===== src/rtl/rr_arbiter16.sv =====
// rr_arbiter16: registered round-robin arbiter for 16 requesters.
// A grant lasts until the owner signals done, drops its request, or the
// hold timer reaches MAX_HOLD. On release, the grant passes straight to the
// next requester after the old owner, so the old owner has the lowest priority.
module rr_arbiter16 #(
    parameter int N        = 16,
    parameter int MAX_HOLD = 8
) (
    input  logic         clk,
    input  logic         rst_n,
    input  logic [N-1:0] req_i,
    input  logic         done_i,
    output logic [N-1:0] gnt_o,
    output logic [3:0]   gnt_idx_o,
    output logic         gnt_valid_o,
    output logic         preempt_o
);

    localparam logic [0:0] IDLE = 1'b0;
    localparam logic [0:0] BUSY = 1'b1;

    logic [0:0]   state_q, state_d;
    logic [3:0]   ptr_q, ptr_d;
    logic [3:0]   owner_q, owner_d;
    logic [3:0]   hold_q, hold_d;
    logic [N-1:0] gnt_q, gnt_d;
    logic [3:0]   idx_q, idx_d;
    logic         valid_q, valid_d;
    logic         preempt_q, preempt_d;

    logic [3:0]   scanBase;
    logic [31:0]  reqTwice;
    logic [15:0]  reqRot;
    logic [3:0]   winOffset;
    logic [3:0]   winIdx;
    logic         winValid;
    logic         timeout;
    logic         ownerReq;
    logic         relGrant;

    // Rotating priority encode: rotate req so scanBase sits at bit 0, then pick the lowest set bit
    always_comb begin
        scanBase  = (state_q == BUSY) ? (owner_q + 4'd1) : ptr_q;
        reqTwice  = {req_i, req_i} >> scanBase;
        reqRot    = reqTwice[15:0];
        winValid  = 1'b0;
        winOffset = 4'd0;
        for (int i = 15; i >= 0; i--) begin
            if (reqRot[i]) begin
                winValid  = 1'b1;
                winOffset = 4'(i);
            end
        end
        winIdx = scanBase + winOffset;
    end

    // Release causes for the current owner; timeout is disabled when MAX_HOLD is 0
    always_comb begin
        timeout  = (MAX_HOLD != 0) && (hold_q == 4'(MAX_HOLD));
        ownerReq = req_i[owner_q];
        relGrant = done_i || !ownerReq || timeout;
    end

    // Next-state logic for IDLE/BUSY, including same-edge handoff on release
    always_comb begin
        state_d   = state_q;
        ptr_d     = ptr_q;
        owner_d   = owner_q;
        hold_d    = hold_q;
        gnt_d     = gnt_q;
        idx_d     = idx_q;
        valid_d   = valid_q;
        preempt_d = 1'b0;
        case (state_q)
            IDLE: begin
                if (winValid) begin
                    state_d = BUSY;
                    owner_d = winIdx;
                    hold_d  = 4'd1;
                    gnt_d   = N'(1) << winIdx;
                    idx_d   = winIdx;
                    valid_d = 1'b1;
                end
            end
            BUSY: begin
                if (relGrant) begin
                    ptr_d     = owner_q + 4'd1;
                    preempt_d = timeout && !done_i && ownerReq;
                    if (winValid) begin
                        owner_d = winIdx;
                        hold_d  = 4'd1;
                        gnt_d   = N'(1) << winIdx;
                        idx_d   = winIdx;
                        valid_d = 1'b1;
                    end else begin
                        state_d = IDLE;
                        gnt_d   = '0;
                        idx_d   = 4'd0;
                        valid_d = 1'b0;
                    end
                end else begin
                    hold_d = (hold_q == 4'hF) ? hold_q : (hold_q + 4'd1);
                end
            end
            default: begin
                state_d = IDLE;
                gnt_d   = '0;
                idx_d   = 4'd0;
                valid_d = 1'b0;
            end
        endcase
    end

    // State and output registers, cleared asynchronously by reset
    always_ff @(posedge clk or negedge rst_n) begin
        if (!rst_n) begin
            state_q   <= IDLE;
            ptr_q     <= 4'd0;
            owner_q   <= 4'd0;
            hold_q    <= 4'd0;
            gnt_q     <= '0;
            idx_q     <= 4'd0;
            valid_q   <= 1'b0;
            preempt_q <= 1'b0;
        end else begin
            state_q   <= state_d;
            ptr_q     <= ptr_d;
            owner_q   <= owner_d;
            hold_q    <= hold_d;
            gnt_q     <= gnt_d;
            idx_q     <= idx_d;
            valid_q   <= valid_d;
            preempt_q <= preempt_d;
        end
    end

    assign gnt_o       = gnt_q;
    assign gnt_idx_o   = idx_q;
    assign gnt_valid_o = valid_q;
    assign preempt_o   = preempt_q;

endmodule


===== config.mk =====
export PLATFORM = sky130hd
export DESIGN_NAME = rr_arbiter16
export DESIGN_NICKNAME = d
export VERILOG_FILES = /design/src/rtl/rr_arbiter16.sv
export SDC_FILE = /design/constraint.sdc
export NUM_CORES = 1
export LEC_CHECK = 0
export ABC_CLOCK_PERIOD_IN_PS = 5650
export BUFFER_PORTS_ARGS = -buffer_cell sky130_fd_sc_hd__buf_2
export CORE_MARGIN = 10
export CORE_UTILIZATION = 30
export CTS_CLUSTER_DIAMETER = 120
export CTS_CLUSTER_SIZE = 10
export DETAILED_ROUTE_END_ITERATION = 7
export SLEW_MARGIN = 15
export SYNTH_ARGS = -nofsm -noshare
export SYNTH_HDL_FRONTEND = slang
export SYNTH_SLANG_ARGS = --single-unit

===== constraint.sdc =====
create_clock -name clk -period 5.65 [get_ports clk]
set_input_delay 1.13 -clock clk [delete_from_list [all_inputs] [get_ports clk]]
set_output_delay 1.13 -clock clk [all_outputs]
set_load 0.005 [all_outputs]

==> reports/metrics.cfg <==
[sta]
setup_tns_ps=0
rsz0062_at_grt=false
relSlewSlack_pct=40.03
tightest_slew_ps=898.9
hold_viol=0
min_period_ps=5066
holdWs_ps=477.8
slew_viol_final=0
max_freq_mhz=197.4
fin_crit_sh_pct=89.67
setup_viol=0
skew_ps=4.595

[critical_path]
cp_max_fo=34
required_ps=5860
worstSetupPathType=register to register
end_kind=register
cp.arrival_ps=5280
critPathLaunchType=register

[floorplan]
pin_count=41
die_w_um=130.4
die_h_um=130.4
die_area_um2=17000
core_um2=11960
floorplan.initialDensity_pct=30.55
rows=40

[logic_synthesis]
synth_fp_nets=403
synth-seq-cells=35
synth_area_per_cell_um2=9.720
yosys_warnings=0
ys_seq_area_share_pct=23.96
yosys.cell_types.count=69
synth_edf_count=0
ys_async_sr_fraction_pct=100.0
synth_area_um2=3655
synthFlopType=dfrtp_1
synthCells=376

[global_route]
grt_pass1_vias=3200
overflow=0
grt_use_total_pct=12.44
grt_pass1_wl_mm=17.14
grt_max_degree=36
antenna_found_initial=0

[routing]
routedWlPerCell_um=19.40
dr_total_vias=3211
firstDrtPassIters=5
detail_route.wirelength_mm=10.60
drtIter0Drc=285
viasPerCell=5.881
ant_nets=0
drc_errors=0

[clock_network]
cts_sinks=35
cts.clk_slew.worst_paths_ps=50
cts_max_level=2
clkLatencyLatePin_ps=270
cts_tree=yes
cts_setup_buffers=0
clockRootBuffer=clkbuf_16
cts_buffers=5
cts.hold.buffers_added=0
cts.path.max_buffers=2
cts-resized-gates=0

[outcome]
outcome=complete, no violations

[min_path]
hold_class=register to register

[finish]
nets=426
area_delta_synth_final_pct=12.02
num_antenna_cells=0
drive_above_1_share_pct=28.82

[place]
routabilityCongestion=0.8918
hpwl_mm=7.846
io_buffers=40

[run]
cap_violations=0

[kinds of logic (layout without fill, tap and decap cells)]
| family | after synthesis | after routing | synth area share, % |
|---|---|---|---|
| flops | 35 | 35 | 23.96 |
| buf+inv | 42 | 65 | 5.478 |
| simple gates | 116 | 116 | 16.74 |
| xor+xnor | 6 | 6 | 1.438 |
| fa+ha+maj | 8 | 8 | 2.944 |
| mux | 72 | 72 | 29.27 |
| compound gates | 97 | 97 | 20.17 |
[cell usage after synthesis (5+ instances only)]
master	n	area [µm²]
dfrtp_1	35	875.8
o2bb2ai_1	17	148.9
clkbuf_1	16	60.06
nand2_1	42	157.7
nor2_1	19	71.32
buf_2	5	25.02
and3_1	6	37.54
nand2b_1	8	50.05
inv_1	10	37.54
mux2_2	16	180.2
a211oi_1	5	37.54
ha_1	7	87.58
a2111oi_0	6	52.55
nand3_1	17	85.08
a21oi_1	24	120.1
mux4_2	22	495.5
o21ai_0	10	50.05
mux2i_1	26	260.3
[worst max-delay path, cell delays in order (launching register included)]
cell      delay [ps]
dfrtp_1          630
nor2b_4          300
nor2_8           110
inv_4             80
buf_4            400
mux4_1           650
mux2i_1          290
nand4_1          210
a22oi_4          300
o211ai_1         130
and3b_1          220
ha_1             310
a21oi_1          150
nand2_1          110
xnor2_1          230
a21oi_1           80
mux2i_2          520
o2bb2a_1         250
[per-layer routing]
metal | vias up | part of all wire [%] | track usage [%]
met5 | - | 0 | 0
met4 | 0 | 2.5 | 3.597
met3 | 20 | 7.0 | 3.022
met2 | 120 | 47 | 20.29
met1 | 1578 | 43 | 16.02
li1 | 1493 | - | -
[cell usage in the layout (no fill, tap or decap), types with 4 or more instances in the layout]
cell	count
nand2_1	42
buf_2	40
dfrtp_1	35
mux2i_1	25
a21oi_1	24
mux4_2	22
nor2_1	19
nand3_1	17
o2bb2ai_1	17
mux2_2	16
inv_1	10
o21ai_0	10
nand2b_1	8
ha_1	7
and3_1	6
a2111oi_0	6
mux2i_2	5
a211oi_1	5
clkbuf_16	5
buf_4	5
xnor2_1	4
a21boi_0	4
a31oi_1	4
nor3_1	4
o221ai_1	4
[cell type report]
cell class,instances,area (µm²)
clock buffer,6,128.9
fill,1207,7868
timing repair buffer,45,237.7
clock inverter,1,30.03
inverter,13,51.30
multi-input combinational,299,2586
sequential,35,875.8
tap,147,183.9
[state kept, by name, indices dropped and copies added, names as in the netlist]
| name | cells |
|---|---|
| owner_q | 4 |
| gnt_idx_o | 4 |
| state_q | 1 |
| ptr_q | 4 |
| preempt_o | 1 |
| gnt_valid_o | 1 |
| hold_q | 4 |
| gnt_o | 16 |
[metrics by stage]
stage,utilization (%),instance area (µm²),cells,setup slack [ps]
2_1_floorplan,-,3655,376,1374
3_3_place_gp,32.90,3935,539,641.0
3_5_place_dp,32.90,3935,539,621.3
4_1_cts,34.23,4094,546,602.8
5_1_grt,34.23,4094,546,108.6
6_report,34.23,4094,546,583.7
[final timing paths]
check                      depth (start not counted)  slack, ps       from      endpoint
max                                               17        580    state_q    owner_q[3]
min                                                1        480  gnt_o[13]     gnt_o[13]
max reg2reg                                       17        580    state_q    owner_q[3]
min reg2reg                                        1        480  gnt_o[13]     gnt_o[13]
max in group asynchronous                          1       4240      rst_n      gnt_o[2]
min in group asynchronous                          1        930      rst_n  gnt_idx_o[3]
Power is not shown: default switching activity piles up to over one toggle a cycle in this logic, so the estimate is an artifact.
